==> config.mk <==
export PLATFORM = sky130hd
export DESIGN_NAME = fifo_ctrl_pack
export DESIGN_NICKNAME = d
export VERILOG_FILES = /design/src/rtl/fifo_ctrl_pack.sv
export SDC_FILE = /design/constraint.sdc
export NUM_CORES = 1
export LEC_CHECK = 0
export ABC_AREA = 0
export BUFFER_PORTS_ARGS = -buffer_cell sky130_fd_sc_hd__buf_4
export CAP_MARGIN = 20
export CORE_ASPECT_RATIO = 1.4
export CORE_UTILIZATION = 35
export DETAILED_ROUTE_END_ITERATION = 8
export PLACE_DENSITY = 0.55
export SLEW_MARGIN = 30
export SYNTH_ARGS = -nofsm -noshare
export SYNTH_HDL_FRONTEND = slang
export SYNTH_SLANG_ARGS = --single-unit
==> constraint.sdc <==
create_clock -name clk -period 2.4 [get_ports clk]
set_input_delay 0.24 -clock clk [delete_from_list [all_inputs] [get_ports clk]]
set_output_delay 0.24 -clock clk [all_outputs]
set_load 0.05 [all_outputs]
==> src/rtl/fifo_ctrl_pack.sv <==
// Narrow-in / wide-out FWFT FIFO: one DATA_WIDTH word per write, one 2*DATA_WIDTH pair per read.
// Define FIFO_PACK_ERR_EN to add sticky err_ovf / err_udf outputs.
module fifo_ctrl_pack #(
  parameter int DATA_WIDTH = 8,
  parameter int ADDR_WIDTH = 3
) (
  input  logic                    clk,
  input  logic                    reset,
  input  logic                    wr,
  input  logic [DATA_WIDTH-1:0]   w_data,
  input  logic                    rd,
  output logic [2*DATA_WIDTH-1:0] r_data,
  output logic                    full,
  output logic                    empty,
  output logic [ADDR_WIDTH:0]     level
`ifdef FIFO_PACK_ERR_EN
  ,
  output logic                    err_ovf,
  output logic                    err_udf
`endif
);

  localparam int DEPTH = 2 ** ADDR_WIDTH;

  logic [DATA_WIDTH-1:0] mem [DEPTH];
  logic [ADDR_WIDTH-1:0] wr_ptr;
  logic [ADDR_WIDTH-1:0] rd_ptr;
  logic [ADDR_WIDTH-1:0] rd_ptr_hi;
  logic [ADDR_WIDTH:0]   count;
  logic [ADDR_WIDTH:0]   count_next;
  logic                  wr_ok;
  logic                  rd_ok;

  // Each side is qualified against the registered flags, so a read never frees room for a same-cycle write.
  always_comb begin
    wr_ok      = wr && !full;
    rd_ok      = rd && !empty;
    count_next = count + (ADDR_WIDTH+1)'(wr_ok) - ((ADDR_WIDTH+1)'(rd_ok) << 1);
    rd_ptr_hi  = rd_ptr + ADDR_WIDTH'(1);
  end

  always_ff @(posedge clk or posedge reset) begin
    if (reset) begin
      wr_ptr <= '0;
      rd_ptr <= '0;
      count  <= '0;
      full   <= 1'b0;
      empty  <= 1'b1;
    end else begin
      if (wr_ok) wr_ptr <= wr_ptr + ADDR_WIDTH'(1);
      if (rd_ok) rd_ptr <= rd_ptr + ADDR_WIDTH'(2);
      count <= count_next;
      full  <= (count_next == (ADDR_WIDTH+1)'(DEPTH));
      empty <= (count_next < (ADDR_WIDTH+1)'(2));
    end
  end

  always_ff @(posedge clk) begin
    if (wr_ok) mem[wr_ptr] <= w_data;
  end

  assign level  = count;
  assign r_data = {mem[rd_ptr_hi], mem[rd_ptr]};

`ifdef FIFO_PACK_ERR_EN
  always_ff @(posedge clk or posedge reset) begin
    if (reset) begin
      err_ovf <= 1'b0;
      err_udf <= 1'b0;
    end else begin
      if (wr && full)  err_ovf <= 1'b1;
      if (rd && empty) err_udf <= 1'b1;
    end
  end
`endif

endmodule

==> results.json <==
{
  "crit_slowest_cell": "mux4_1",
  "antenna_found_initial": 0,
  "routedWlPerCell_um": 16.3,
  "antenna_cells": 0,
  "clkLatencyLatePin_ns": 0.32,
  "required_ns": 2.16,
  "port_buffers": 33,
  "endpoint_kind": "output pin",
  "fp.dieArea_mm2": 0.00870,
  "cts_tree": "built",
  "root_buffer": "clkbuf_16",
  "layout.nets": 213,
  "first_iter_violations": 144,
  "design_power_total_uw": 5110,
  "slew_viol_final": 0,
  "io_pins": 34,
  "clk_pin_slew_ns": 0.05,
  "die_x_um": 79.1,
  "drc_errors": 0,
  "vias": 1452,
  "crit_path_max_fanout": 16,
  "status": "complete, no violations",
  "yosysUniqueCellTypes": 25,
  "crit_chain": "buf_4 > mux4_1 > buf_4",
  "hp-class": "input port to register",
  "initial_utilization_pct": 36.0,
  "grt_setup_unrepaired": "no",
  "tightest_slew_ns": 0.445,
  "finalSetupTns_ns": 0,
  "viasPerCell": 4.82,
  "hold_viol": 0,
  "max_slew_margin_pct": 70.3,
  "ys_ff_latch": 75,
  "p_leak_uw": 0.00138,
  "powerDensity_mw_per_mm2": 1400,
  "arrival_ns": 1.83,
  "post_route_cells_drive_above_1_share_pct": 36.2,
  "crit_path_frequent_cell": "buf_4",
  "ant_nets": 0,
  "start_kind": "register",
  "numCtsBuffers": 9,
  "clockBufferDepth": 2,
  "syn-num-nets": 156,
  "worstSetupPathType": "register to output pin",
  "row_count": 39,
  "setup_viol_count_final": 0,
  "yosysWarnings": 0,
  "hold_buffers": 1,
  "overflow": 0,
  "ys_seq_area_share_pct": 75.4,
  "syn_area_per_cell_um2": 21.0,
  "post-dp-hpwl_um": 3620,
  "skew_ns": 0.00592,
  "drt_pre_antenna_iters": 4,
  "track_usage_pct": 13.0,
  "grt_pass1_vias": 1599,
  "synth_area_mm2": 0.00291,
  "max_freq_mhz": 484,
  "cts_resized": 0,
  "synth_cells": 139,
  "die_y_um": 110,
  "drt-total-wl_um": 4920,
  "post-route-min-period_ns": 2.07,
  "cts_setup_buffers": 0,
  "cts.sinks": 75,
  "gp_congestion": 0.703,
  "area_growth_pct": 25.4,
  "max_stage_delay_ns": 0.60,
  "max-vdd-ir-drop_mv": 0.930,
  "grt_pass1_wl_um": 7990,
  "htree_num_levels": 3,
  "finalCritPeriodShare_pct": 86.1,
  "grt_max_degree": 17,
  "maxCapViolCount": 0,
  "coreArea_mm2": 0.00810
}
==> per-layer routing <==
layer,up-vias,share of wire [%],GRT usage (%)
li1,663,-,-
met1,743,38,13.9
met2,36,56,23.3
met3,10,3.9,3.65
met4,0,2.2,6.62
met5,-,0,0
==> power breakdown <==
part	switching [µW]	total, µW	internal (µW)
logic	1300	2080	779
registers	128	1800	1680
clock network	448	1230	785
total	1870	5110	3240
==> cells by family after synthesis <==
kind of cell,Yosys count,synth area share (%)
and+or+nand+nor,21,3.74
muxes,17,13.8
adders and majority gates,5,2.15
buffers and inverters,12,2.49
DFF,75,75.4
AOI/OAI and AO/OA,3,0.601
xor gates and xnor gates,6,1.80
==> layout make-up <==
cell class                      instances  area [µm²]
Clock buffer                           10         229
Clock inverter                          4        43.8
Fill cell                             721        4450
Inverter                                7        26.3
Multi-Input combinational cell         52         643
Sequential cell                        75        2200
Tap cell                              102         128
Timing Repair Buffer                   51         385
==> sequential cells by signal, summed over array words and instances, names as in the netlist <==
| register | cells |
|---|---|
| rd_ptr | 2 |
| full | 1 |
| mem | 64 |
| wr_ptr | 3 |
| empty | 1 |
| level | 4 |
==> synthesized netlist by cell type <==
master	number	area share, %
or3_1	1	0.21
mux4_2	8	6.2
edfxtp_1	64	66
nand2b_1	4	0.86
nor3_1	2	0.34
mux4_1	8	7.2
nand3b_1	1	0.26
nor2b_1	1	0.21
buf_12	1	0.69
o21ai_0	1	0.17
o21a_1	1	0.26
ha_1	5	2.1
a21oi_1	1	0.17
dfstp_2	1	0.90
dfrtp_1	10	8.6
nand2_1	4	0.52
and4b_1	1	0.34
mux2_2	1	0.39
inv_1	7	0.90
nor2_1	6	0.77
xor2_1	2	0.60
buf_6	1	0.39
buf_2	3	0.52
and2_1	1	0.21
xnor2_1	4	1.2
==> worst max-delay path: cells and delay by family, from the launching register on <==
| kind | cells | cell delay (ns) |
|---|---|---|
| muxes | 1 | 0.60 |
| DFF | 1 | 0.38 |
| buffers and inverters | 2 | 0.52 |
==> worst paths after layout <==
path,start,endpoint,slack [ns],cells past startpoint
max,rd_ptr[1]$_DFFE_PP0P_,r_data[2],0.33,3
min,w_data[3],mem[2][3]$_DFFE_PP_,0.16,1
max reg2reg,full$_DFF_PP0_,full$_DFF_PP0_,0.52,7
min reg2reg,rd_ptr[1]$_DFFE_PP0P_,rd_ptr[1]$_DFFE_PP0P_,0.50,1
max in group asynchronous,reset,empty$_DFF_PP1_,1.59,3
min in group asynchronous,reset,level[0]$_DFF_PP0_,0.48,3
==> per-stage QoR <==
step	util [%]	setup WS [ns]	cell area, µm²	std cells	hold WS (ns)
4_1_cts	45.1	0.290	3650	301	0.143
6_report	45.1	0.335	3650	301	0.157
5_1_grt	45.1	0.233	3650	301	0.150
3_5_place_dp	41.6	0.503	3370	286	0.270
3_3_place_gp	41.6	0.625	3370	286	0.248
2_1_floorplan	-	0.443	2910	139	0.0917
==> placed cells by master, fill, tap and decap left out <==
| cell type | instances |
|---|---|
| nor2_1 | 6 |
| clkinv_1 | 1 |
| bufinv_16 | 1 |
| clkinv_2 | 2 |
| a21oi_1 | 1 |
| clkbuf_16 | 9 |
| dfrtp_1 | 10 |
| and2_1 | 1 |
| and4b_1 | 1 |
| xnor2_1 | 4 |
| dfstp_2 | 1 |
| clkbuf_1 | 1 |
| mux2_2 | 1 |
| mux4_1 | 8 |
| nand2b_1 | 4 |
| mux4_2 | 8 |
| or3_1 | 1 |
| xor2_1 | 2 |
| o21a_1 | 1 |
| nor3_1 | 2 |
| o21ai_0 | 1 |
| nand2_1 | 4 |
| ha_1 | 5 |
| edfxtp_1 | 64 |
| dlygate4sd3_1 | 1 |
| buf_4 | 50 |
| inv_1 | 7 |
| nor2b_1 | 1 |
| nand3b_1 | 1 |
(Power assumes the default switching activity.)
